File: src/rtl/uart_byte_fifo.sv
`default_nettype none
// ============================================================================
// Module      : uart_byte_fifo
// Description : Elastic byte buffer between uart_rx and uart_tx. Bytes strobed
//               in by the receiver are stored in a circular FIFO and drained
//               to the transmitter one frame at a time, launching a frame only
//               while the transmitter reports idle.
// Ports       : clk, rst_n (async, active-low)
//               rx_data/rx_valid  - push side (one-cycle strobe)
//               tx_busy           - transmitter in-progress flag
//               tx_data/tx_start  - pop side (tx_start is a one-cycle strobe)
//               count/full/empty  - occupancy, decoded from registered count
//               overflow/ovf_clr  - sticky dropped-push flag and its clear
// Revision    : 1.0  initial release
// ============================================================================
module uart_byte_fifo #(
    parameter int DEPTH        = 16,
    parameter int BUSY_TIMEOUT = 15
) (
    input  logic                     clk,
    input  logic                     rst_n,
    input  logic [7:0]               rx_data,
    input  logic                     rx_valid,
    input  logic                     tx_busy,
    output logic [7:0]               tx_data,
    output logic                     tx_start,
    output logic [$clog2(DEPTH):0]   count,
    output logic                     full,
    output logic                     empty,
    output logic                     overflow,
    input  logic                     ovf_clr
);

    localparam int PW = $clog2(DEPTH);
    localparam int CW = PW + 1;
    localparam int TW = $clog2(BUSY_TIMEOUT + 1);

    typedef enum logic [1:0] {
        S_IDLE      = 2'd0,
        S_START     = 2'd1,
        S_WAIT_BUSY = 2'd2,
        S_WAIT_IDLE = 2'd3
    } state_t;

    logic [7:0]    mem_q [DEPTH];

    logic [PW-1:0] wr_ptr_q, wr_ptr_d;
    logic [PW-1:0] rd_ptr_q, rd_ptr_d;
    logic [CW-1:0] count_q,  count_d;
    logic          overflow_q, overflow_d;
    logic [7:0]    tx_data_q,  tx_data_d;
    logic          tx_start_q, tx_start_d;
    logic [TW-1:0] timer_q,    timer_d;
    state_t        state_q,    state_d;

    logic          full_w;
    logic          empty_w;
    logic          push_en;
    logic          pop_en;

    always_comb begin
        full_w  = (count_q == CW'(DEPTH));
        empty_w = (count_q == '0);
        // Both tests use the pre-edge occupancy: a same-cycle pop never makes
        // room for a push, and a push into an empty FIFO is never bypassed.
        push_en = rx_valid && !full_w;
        pop_en  = (state_q == S_IDLE) && !empty_w && !tx_busy;

        wr_ptr_d   = wr_ptr_q;
        rd_ptr_d   = rd_ptr_q;
        count_d    = count_q;
        overflow_d = overflow_q;
        tx_data_d  = tx_data_q;
        timer_d    = timer_q;
        state_d    = state_q;

        // Power-of-two depth lets the pointers wrap by natural overflow.
        if (push_en) begin
            wr_ptr_d = wr_ptr_q + PW'(1);
        end
        if (pop_en) begin
            rd_ptr_d  = rd_ptr_q + PW'(1);
            tx_data_d = mem_q[rd_ptr_q];
        end

        case ({push_en, pop_en})
            2'b10:   count_d = count_q + CW'(1);
            2'b01:   count_d = count_q - CW'(1);
            default: count_d = count_q;
        endcase

        // A dropped push takes priority over a simultaneous clear.
        if (rx_valid && full_w) begin
            overflow_d = 1'b1;
        end else if (ovf_clr) begin
            overflow_d = 1'b0;
        end

        case (state_q)
            S_IDLE: begin
                if (pop_en) begin
                    state_d = S_START;
                end
            end
            S_START: begin
                state_d = S_WAIT_BUSY;
                timer_d = '0;
            end
            S_WAIT_BUSY: begin
                if (tx_busy) begin
                    state_d = S_WAIT_IDLE;
                end else begin
                    timer_d = timer_q + TW'(1);
                    // Transmitter never acknowledged: treat byte as sent.
                    if (timer_d == TW'(BUSY_TIMEOUT)) begin
                        state_d = S_IDLE;
                    end
                end
            end
            S_WAIT_IDLE: begin
                if (!tx_busy) begin
                    state_d = S_IDLE;
                end
            end
            default: state_d = S_IDLE;
        endcase

        // Registered decode so the strobe is glitch-free and aligned with START.
        tx_start_d = (state_d == S_START);
    end

    always_ff @(posedge clk or negedge rst_n) begin
        if (!rst_n) begin
            wr_ptr_q   <= '0;
            rd_ptr_q   <= '0;
            count_q    <= '0;
            overflow_q <= 1'b0;
            tx_data_q  <= 8'h00;
            tx_start_q <= 1'b0;
            timer_q    <= '0;
            state_q    <= S_IDLE;
        end else begin
            wr_ptr_q   <= wr_ptr_d;
            rd_ptr_q   <= rd_ptr_d;
            count_q    <= count_d;
            overflow_q <= overflow_d;
            tx_data_q  <= tx_data_d;
            tx_start_q <= tx_start_d;
            timer_q    <= timer_d;
            state_q    <= state_d;
        end
    end

    // Storage is intentionally not reset.
    always_ff @(posedge clk) begin
        if (push_en) begin
            mem_q[wr_ptr_q] <= rx_data;
        end
    end

    assign tx_data  = tx_data_q;
    assign tx_start = tx_start_q;
    assign count    = count_q;
    assign full     = full_w;
    assign empty    = empty_w;
    assign overflow = overflow_q;

endmodule
`default_nettype wire

File: config.mk
export PLATFORM = sky130hd
export DESIGN_NAME = uart_byte_fifo
export DESIGN_NICKNAME = d
export VERILOG_FILES = /design/src/rtl/uart_byte_fifo.sv
export SDC_FILE = /design/constraint.sdc
export NUM_CORES = 1
export LEC_CHECK = 0
export BUFFER_PORTS_ARGS = -buffer_cell sky130_fd_sc_hd__buf_2
export CAP_MARGIN = 40
export CORE_ASPECT_RATIO = 1.4
export CORE_UTILIZATION = 40
export CTS_CLUSTER_DIAMETER = 100
export CTS_CLUSTER_SIZE = 8
export DETAILED_ROUTE_END_ITERATION = 6
export SETUP_SLACK_MARGIN = 0.02
export SLEW_MARGIN = 30
export SYNTH_ARGS = -nofsm -noshare
export SYNTH_HDL_FRONTEND = slang
export SYNTH_SLANG_ARGS = --single-unit
File: constraint.sdc
create_clock -name clk -period 2.73 [get_ports clk]
set_input_delay 0.546 -clock clk [delete_from_list [all_inputs] [get_ports clk]]
set_output_delay 0.546 -clock clk [all_outputs]
set_load 0.05 [all_outputs]
* Yosys cells after proc, flatten, opt, wreduce, memory -nomap -nowiden
Memory sizes are Yosys's and may differ from the RTL's. A register that Yosys moved wholly into a read port is not among the register bits. Cells that the tools add are included.
Storage, ports and cells: memory bits (writable) 128, input bits 13, output and inout bits 17, bits in registers 21, word-level logic and storage cells 48, memories kept 1
Memory list:
- mem_q | depth 16, width 8, read ports 1, clocked after Yosys merged registers in 1, wr ports 1, RTL line 45 | logic [7:0] mem_q [DEPTH];
Operators by class: add/sub/neg operators 5, equality and inequality tests 9, muxes and demuxes 12, reductions and logical operators 14
Operators by type and width (count):
- 4-bit by 1-bit adder with 4-bit output (second input constant) | 3
- 5-bit case mux with 2 select lines | 1
- 2-bit two-way mux | 4
- 2-bit case mux with 4 select lines | 1
- 4-bit case mux with 2 select lines | 1
- 2-bit by 1-bit equality test with 1-bit output (second input constant) | 3
- 2-bit equality test (second input constant) | 3
- 2-bit nonzero test | 3
- 5-bit by 1-bit adder with 5-bit output (second input constant) | 1
- 5-bit equality test (second input constant) | 1
- 5-bit zero test | 1
- 5-bit by 1-bit subtractor with 5-bit output (second input constant) | 1
- 4-bit equality test (second input constant) | 1
- 1-bit logical AND | 4
- 1-bit zero test | 4
- 1-bit two-way mux | 4
- 4-bit two-way mux | 1
- 2-bit zero test | 1
- 2-bit inequality test (second input constant) | 1
- 2-bit AND reduction | 1

* Longest topological paths before layout
Gate-level depths: netlist (run 1).
word-level depth 7, gate-level depth with buffers 10, depth with buffers taken out 9

* Worst setup path after synthesis (run 1)
No wires, ideal clock.
path type register to register, start register count_q[1], in the netlist count[1], end register count_q[4], in the netlist count[4], period minus slack after synthesis 2.915 ns, path buffers 0, path slack -0.185 ns, arrival time 2.771 ns, stages on the path, launching flop included 10, library setup time 0.144 ns, required time 2.586 ns, cells stage by stage dfrtp_1 or4_1 o21ai_1 inv_1 ha_1 fa_1 a21o_1 a21oi_1 mux2i_1 xnor2_1
On the way: longest elaborated chain between the ends 6, elaborated cells between the ends (all ways) 13, classes of those cells add/sub (2); eq/ne (3); mux (1); reduce/logical (7)
RTL lines:
- start, declared | RTL line 49 | logic [CW-1:0] count_q, count_d;
- start signal, assigned | RTL line 145 | count_q <= count_d;
- 5-bit zero test * | RTL line 63 | empty_w = (count_q == '0);
- 1-bit zero test * | RTL line 67 | pop_en = (state_q == S_IDLE) && !empty_w && !tx_busy;
- 1-bit logical AND * (2 in series) | RTL line 67
- named net pop_en | RTL line 59 | logic pop_en;
- 2-bit by 1-bit equality test with 1-bit output / 2-bit equality test (equally long branches) | RTL line 86 | case ({push_en, pop_en})
- 5-bit case mux with 2 select lines / 2-bit nonzero test (equally long branches)
Mark *: on every way through the listed nets, which the timed path passes. The rest lies on a longest branch. A chain may end at the register's enable or synchronous reset.

* Worst setup path in the final report (run 1)
Ends and elaborated chain as after synthesis.

==> run summary, run 1 <==
status: finished, final reports clean
Initial Util: 41.2%
DR WL/cell: 19.0 um
RSZ-0062 raised after global routing: no
Total GRT Usage: 15.8%
Layout Nets: 436
vias in the first global route: 3425
VDD IR max: 0.000589 V
CTS clk-pin slew, worst paths: 0.06 ns
Clk Latency, worst-skew pair: 0.42 ns
# fillers: 1323
pwr/cell area: 1070 nW/um2
routed length on met2: 6290 um
Synth Register Bits: 157
n_diodes: 0
Worst Path Arrival: 2.88 ns
fin. max-slew vios: 0
most frequent cell after synthesis: edfxtp_1
Worst setup SP type: flop
R2R Setup Slk: 0.19 ns
first-pass GRT wire length: 18900 um
Slowest cell on crit path: or4_4
LEAKAGE: 2.77 nW
post-synth cell types: 39
CP required: 3.07 ns
Synth Cell Area: 6460 um2
register area share after synthesis: 70.7%
met1 wire length: 4860 um
Final WS setup: 0.193 ns
Root Driver: clkbuf_16
pin count of the biggest net entering global routing: 30
Max transition margin: 55.5%
Power, Total: 8.08 mW
CTS tree: done
Die Y: 152 um
Main synth FF type: edfxtp_1
Fin Setup TNS: 0 ns
crit end category: flop
DRC viols: 0
DR top layer: met4
CP Class: reg -> reg
# IOs: 30
Hold Path Class: in -> async
DRT Pass-1 Iters: 7
Mapped Cells: 355
H-tree depth: 4
I/O Buffers: 29
Post-DP HPWL: 7690 um
Final period util: 92.9%
dpl ws: 0.111 ns
placed insts: 588
die width: 109 um
Crit Path Max Fanout: 6
syn avg cell area: 18.2 um2
DR vias: 3272
area delta synth->final: 16.8%
endpoints failing setup: 0
core area: 15700 um2
largest area contributor in the netlist: edfxtp_1
Commonest cells post-synth: edfxtp_1 (128), dfrtp_1 (29), nand2_1 (26)
Tmin final: 2.54 ns
Fmax achieved: 394 MHz
Max clock buf depth: 2
Placer Congestion: 0.750
final hold vios: 0
grt ovf: 0
syn_nets: 380
die area: 16700 um2
Synth top area share: 59.5%
wirelength, routed: 11800 um
Syn. warnings: 0
1st-iter DRT viols: 195
slowest cell delay on critical path: 0.55 ns
final antenna-violating net count: 0
initial antenna violation count: 0
hold buffer count at cts: 0
FFs w/ async S/R, synth: 18.5%
crit path cell chain: or4_4, o21ai_2, inv_1, ha_4, fa_2, a21o_1, a21oi_1, mux2i_1, xnor2_1
Via density: 5.28
max cap viols: 0
worst-margin pin slew: 0.667 ns
share of post-route cells with drive strength above 1: 29.2%
routed wl met3: 399 um
sink count of the clock tree: 157
skew final: 0.00721 ns
top cells by area, synth: edfxtp_1 (60%), dfrtp_1 (11%), mux4_2 (7.7%), mux4_1 (4.1%), mux2i_1 (2.5%)
Post CTS Setup Buffer Count: 0
Site Rows: 54
Final Non-Filler Cells: 620
Post-synth EDFFs: 128
CTS buffer count: 17
[report_power, final]
group	leakage (nW)	internal [mW]	total (mW)	switching [mW]
Combinational	0.969	1.12	2.52	1.40
Clock	0.283	1.29	2.30	1.00
Sequential	1.51	2.98	3.27	0.287
[cell type report]
type / count / area (um2) / area share, %
tap: 196 / 245 / 3.25
multi-input combinational: 171 / 1750 / 23.2
clock inverter: 14 / 151 / 2.01
timing repair buffer: 54 / 358 / 4.74
sequential: 157 / 4570 / 60.6
inverter: 10 / 37.5 / 0.497
clock buffer: 18 / 429 / 5.69
[kinds of logic after synthesis]
family,Yosys count,share of synthesized area (%)
AO/OA/AOI/OAI,30,2.89
XOR/XNOR,12,1.63
adder cells (fa/ha/maj),12,2.44
buffers and inverters,27,2.50
flip-flops,157,70.7
multiplexers,56,15.6
AND/OR/NAND/NOR,61,4.18
[repair_timing]
action / CTS / global route
setup endpoints to repair: 0 / 1
gates resized for setup: 0 / 2
endpoints found under the hold margin: 0 / 0
[critical path: cells and delay by family, from the launching register on]
kind | cells | cell delay (ns)
buffers and inverters | 1 | 0.12
xor gates and xnor gates | 1 | 0.13
muxes | 1 | 0.23
DFF | 1 | 0.40
and+or+nand+nor | 1 | 0.55
AOI/OAI and AO/OA | 3 | 0.48
adders and majority gates | 2 | 0.56
[through the flow]
step / hold WS (ns) / instance area [um2] / util [%]
after floorplan: 0.250 / 6470 / -
after global placement: 0.461 / 6950 / 44.4
after detailed placement: 0.467 / 6950 / 44.4
after CTS: 0.177 / 7530 / 48.1
after global routing: 0.200 / 7550 / 48.1
final: 0.155 / 7550 / 48.1
[routing by layer]
layer / GRT usage, % / up-vias
met3: 3.85 / 20
li1: - / 1493
met1: 19.0 / 1697
met2: 26.9 / 62
met5: 0 / -
met4: 6.41 / 0
[final timing paths]
kind,from,depth (start not counted),to
max,count[1]$_DFFE_PN0P_,9,count[4]$_DFFE_PN0P_
min,rst_n,1,overflow$_DFFE_PN0P_
max reg2reg,count[1]$_DFFE_PN0P_,9,count[4]$_DFFE_PN0P_
min reg2reg,tx_data[1]$_DFFE_PN0P_,2,tx_data[1]$_DFFE_PN0P_
max in group asynchronous,rst_n,1,count[3]$_DFFE_PN0P_
min in group clk,rx_valid,2,overflow$_DFFE_PN0P_
[flip-flops by register name, indices dropped and copies added, names as in the netlist]
signal	count
wr_ptr_q	4
timer_q	4
state_q	2
tx_data	8
tx_start	1
mem_q	128
count	5
overflow	1
rd_ptr_q	4
[cells in the final DEF (no fill, tap or decap), types with 3 or more instances in the layout]
cell type / instances
clkbuf_16: 17
a22o_1: 4
mux2i_1: 16
a21oi_1: 4
buf_2: 29
mux4_1: 10
dfrtp_1: 25
nor2b_1: 3
mux2_2: 8
ha_1: 10
edfxtp_1: 128
nand2_1: 26
nand2b_1: 3
nor2_1: 16
dfrtp_2: 4
xor2_1: 3
inv_6: 6
o21ai_0: 14
inv_1: 10
buf_4: 23
nor3_1: 5
mux4_2: 22
xnor2_1: 9
Power figures use the tool's default switching activity.
==> run 2, diff against run 1 <==
--- a/config.mk
+++ b/config.mk
@@ -5,10 +5,11 @@
 export SDC_FILE = /design/constraint.sdc
 export NUM_CORES = 1
 export LEC_CHECK = 0
+export ABC_AREA = 1
 export BUFFER_PORTS_ARGS = -buffer_cell sky130_fd_sc_hd__buf_2
 export CAP_MARGIN = 40
 export CORE_ASPECT_RATIO = 1.4
-export CORE_UTILIZATION = 40
+export CORE_UTILIZATION = 45
 export CTS_CLUSTER_DIAMETER = 100
 export CTS_CLUSTER_SIZE = 8
 export DETAILED_ROUTE_END_ITERATION = 6
==> constraint.sdc (replaced) <==
create_clock -name clk -period 3 [get_ports clk]
set_input_delay 0.6 -clock clk [delete_from_list [all_inputs] [get_ports clk]]
set_output_delay 0.6 -clock clk [all_outputs]
set_load 0.05 [all_outputs]
==> run summary, run 2 <==
status: finished, final reports clean (unchanged)
Max clock buf depth: 2 (unchanged)
Placer Congestion: 0.849 (was 0.750)
DRT Pass-1 Iters: 4 (was 7)
initial antenna violation count: 0 (unchanged)
R2R Setup Slk: 0.45 ns (was 0.19 ns)
Initial Util: 46.2% (was 41.2%)
Fin Setup TNS: 0 ns (unchanged)
Tmin final: 2.55 ns (was 2.54 ns)
PostCTS Resize Cnt: 0 (unchanged)
syn_nets: 720 (was 380)
Syn. warnings: 0 (unchanged)
Worst setup SP type: flop (unchanged)
endpoints failing setup: 0 (unchanged)
DRC viols: 0 (unchanged)
commonest non-fill, non-tap cell in the layout: nand2_1 (was edfxtp_1)
die area: 16000 um2 (was 16700 um2)
skew final: 0.0103 ns (was 0.00721 ns)
Site Rows: 53 (was 54)
vias in the first global route: 4677 (was 3425)
core area: 15100 um2 (was 15700 um2)
CTS buffer count: 17 (unchanged)
Synth Cell Area: 6990 um2 (was 6460 um2)
largest register by flop count: mem_q (unchanged)
Layout Nets: 758 (was 436)
die width: 107 um (was 109 um)
most frequent cells in the layout: nand2_1 (221), edfxtp_1 (128), inv_1 (118), nand3_1 (102), buf_2 (29) (was edfxtp_1 (128), buf_2 (29), nand2_1 (26), dfrtp_1 (25), buf_4 (23))
first-pass GRT wire length: 24600 um (was 18900 um)
share of post-route cells with drive strength above 1: 11.0% (was 29.2%)
n_diodes: 0 (unchanged)
Crit Path Max Fanout: 13 (was 6)
LEAKAGE: 3.62 nW (was 2.77 nW)
CP Class: reg -> reg (unchanged)
area delta synth->final: 14.4% (was 16.8%)
final hold vios: 0 (unchanged)
worst-margin pin slew: 0.701 ns (was 0.667 ns)
Commonest cells post-synth: nand2_1 (221), edfxtp_1 (128), inv_1 (119) (was edfxtp_1 (128), dfrtp_1 (29), nand2_1 (26))
Worst Path Arrival: 2.90 ns (was 2.88 ns)
Synth Register Bits: 157 (unchanged)
Final period util: 84.8% (was 92.9%)
max reg flops: 128 (unchanged)
placed insts: 906 (was 588)
Max transition margin: 53.1% (was 55.5%)
wirelength, routed: 15300 um (was 11800 um)
final core occ: 52.9% (was 48.1%)
Die Y: 149 um (was 152 um)
CTS tree: done (unchanged)
DR WL/cell: 16.4 um (was 19.0 um)
pwr/cell area: 984 nW/um2 (was 1070 nW/um2)
largest area contributor in the netlist: edfxtp_1 (unchanged)
crit path cell chain: nor2_1, nand2_1, nor2_2, inv_1, nand2_2, inv_1, ha_1, fa_1, a21oi_1, nor2_1, nor2_1, xor2_1, nand2_1, nand2_1 (was or4_4, o21ai_2, inv_1, ha_4, fa_2, a21o_1, a21oi_1, mux2i_1, xnor2_1)
grt ovf: 0 (unchanged)
crit end category: flop (unchanged)
largest family of logic cells by synthesized area: simple AND/OR/NAND/NOR gates (was multiplexers)
Main synth FF type: edfxtp_1 (unchanged)
pin count of the biggest net entering global routing: 67 (was 30)
Fmax achieved: 393 MHz (was 394 MHz)
post-synth cell types: 25 (was 39)
RSZ-0062 raised after global routing: no (unchanged)
Area after DPL: 7360 um2 (was 6950 um2)
mux cell area share after synthesis: 0% (was 15.6%)
register area share after synthesis: 65.4% (was 70.7%)
Synth top area share: 55.0% (was 59.5%)
slowest cell delay on critical path: 0.44 ns (was 0.55 ns)
I/O Buffers: 29 (unchanged)
sink count of the clock tree: 157 (unchanged)
fin area: 8000 um2 (was 7550 um2)
Synth Area in Simple Gates: 21.1% (was 4.18%)
max cap viols: 0 (unchanged)
VDD IR max: 0.000515 V (was 0.000589 V)
complex-gate fraction of the synthesized area: 1.11% (was 2.89%)
Final Non-Filler Cells: 938 (was 620)
hold buffer count at cts: 0 (unchanged)
Power, Total: 7.87 mW (was 8.08 mW)
Clk Latency, worst-skew pair: 0.42 ns (about the same)
Mapped Cells: 695 (was 355)
Hold Path Class: in -> async (unchanged)
DR vias: 4674 (was 3272)
CTS clk-pin slew, worst paths: 0.06 ns (about the same)
Post CTS Setup Buffer Count: 0 (unchanged)
syn avg cell area: 10.1 um2 (was 18.2 um2)
top cells by area, synth: edfxtp_1 (55%), nand2_1 (12%), dfrtp_1 (10%), nand3_1 (7.3%), inv_1 (6.4%) (was edfxtp_1 (60%), dfrtp_1 (11%), mux4_2 (7.7%), mux4_1 (4.1%), mux2i_1 (2.5%))
Slowest cell on crit path: dfrtp_1 (was or4_4)
XOR/XNOR Fraction of Synth Area: 1.38% (was 1.63%)
Root Driver: clkbuf_16 (unchanged)
# IOs: 30 (unchanged)
Post-synth EDFFs: 128 (unchanged)
CP required: 3.36 ns (was 3.07 ns)
Post-DP HPWL: 9910 um (was 7690 um)
FFs w/ async S/R, synth: 18.5% (unchanged)
1st-iter DRT viols: 338 (was 195)
Via density: 4.98 (was 5.28)
most frequent cell after synthesis: nand2_1 (was edfxtp_1)
Total GRT Usage: 21.1% (was 15.8%)
fin. max-slew vios: 0 (unchanged)
H-tree depth: 4 (unchanged)
Adder-Cell Fraction of Synth Area: 2.26% (was 2.44%)
final antenna-violating net count: 0 (unchanged)
run 2: cell count changes in the layout (fill, tap and decap cells not counted), moves of 8 or more:
cell	previous run	this run
inv_1	10	118
nor3_1	5	13
nand2_1	26	221
mux2_2	8	0
mux4_2	22	0
nand3_1	2	102
mux2i_1	16	0
mux4_1	10	0
run 2: routing by layer:
layer  GRT usage (%)  part of all wire [%]
met2            37.9                    54
met3            3.61                   4.0
met1            24.8                    40
met5               0                     0
met4            8.56                   2.0
run 2: final cells by class:
type	instances	area (um2)
Fill cell	1353	7120
Sequential cell	157	4570
Multi-Input combinational cell	389	1800
Clock buffer	22	474
Inverter	121	454
Timing Repair Buffer	47	293
Tap cell	192	240
Clock inverter	10	159
run 2: final timing paths:
check | startpoint | end | depth (start not counted)
setup / recovery | count[1]$_DFFE_PN0P_ | count[4]$_DFFE_PN0P_ | 14
hold / removal | rst_n | tx_data[3]$_DFFE_PN0P_ | 1
setup reg to reg | count[1]$_DFFE_PN0P_ | count[4]$_DFFE_PN0P_ | 14
hold reg to reg | tx_data[5]$_DFFE_PN0P_ | tx_data[5]$_DFFE_PN0P_ | 2
max in group asynchronous | rst_n | rd_ptr_q[0]$_DFFE_PN0P_ | 1
min in group clk | ovf_clr | overflow$_DFFE_PN0P_ | 2
run 2: cell families (layout without fill, tap and decap cells):
family / after synthesis / count (layout)
AND/OR/NAND/NOR: 352 / 352
AO/OA/AOI/OAI: 14 / 14
flip-flops: 157 / 157
adder cells (fa/ha/maj): 12 / 12
buffers and inverters: 149 / 200
XOR/XNOR: 11 / 11
run 2: per-stage QoR:
stage | setup WS [ns] | hold slack [ns]
after floorplan | 0.0231 | 0.304
after global placement | 0.542 | 0.466
after detailed placement | 0.464 | 0.465
after CTS | 0.461 | 0.233
after global routing | 0.202 | 0.268
final | 0.455 | 0.217
run 2: critical path, delay by kind of cell, from the launching register on:
kind | cells | cell delay (ns)
AO/OA/AOI/OAI | 1 | 0.14
flip-flops | 1 | 0.44
buffers and inverters | 2 | 0.16
adder cells (fa/ha/maj) | 2 | 0.71
XOR/XNOR | 1 | 0.16
AND/OR/NAND/NOR | 8 | 0.86
run 2: power by group:
| group | switching, mW | internal, mW | leakage [nW] | total, mW |
|---|---|---|---|---|
| Clock | 0.826 | 1.46 | 0.309 | 2.29 |
| Sequential | 0.201 | 2.71 | 1.51 | 2.91 |
| Combinational | 1.92 | 0.757 | 1.80 | 2.67 |
| Total | 2.94 | 4.93 | 3.62 | 7.87 |
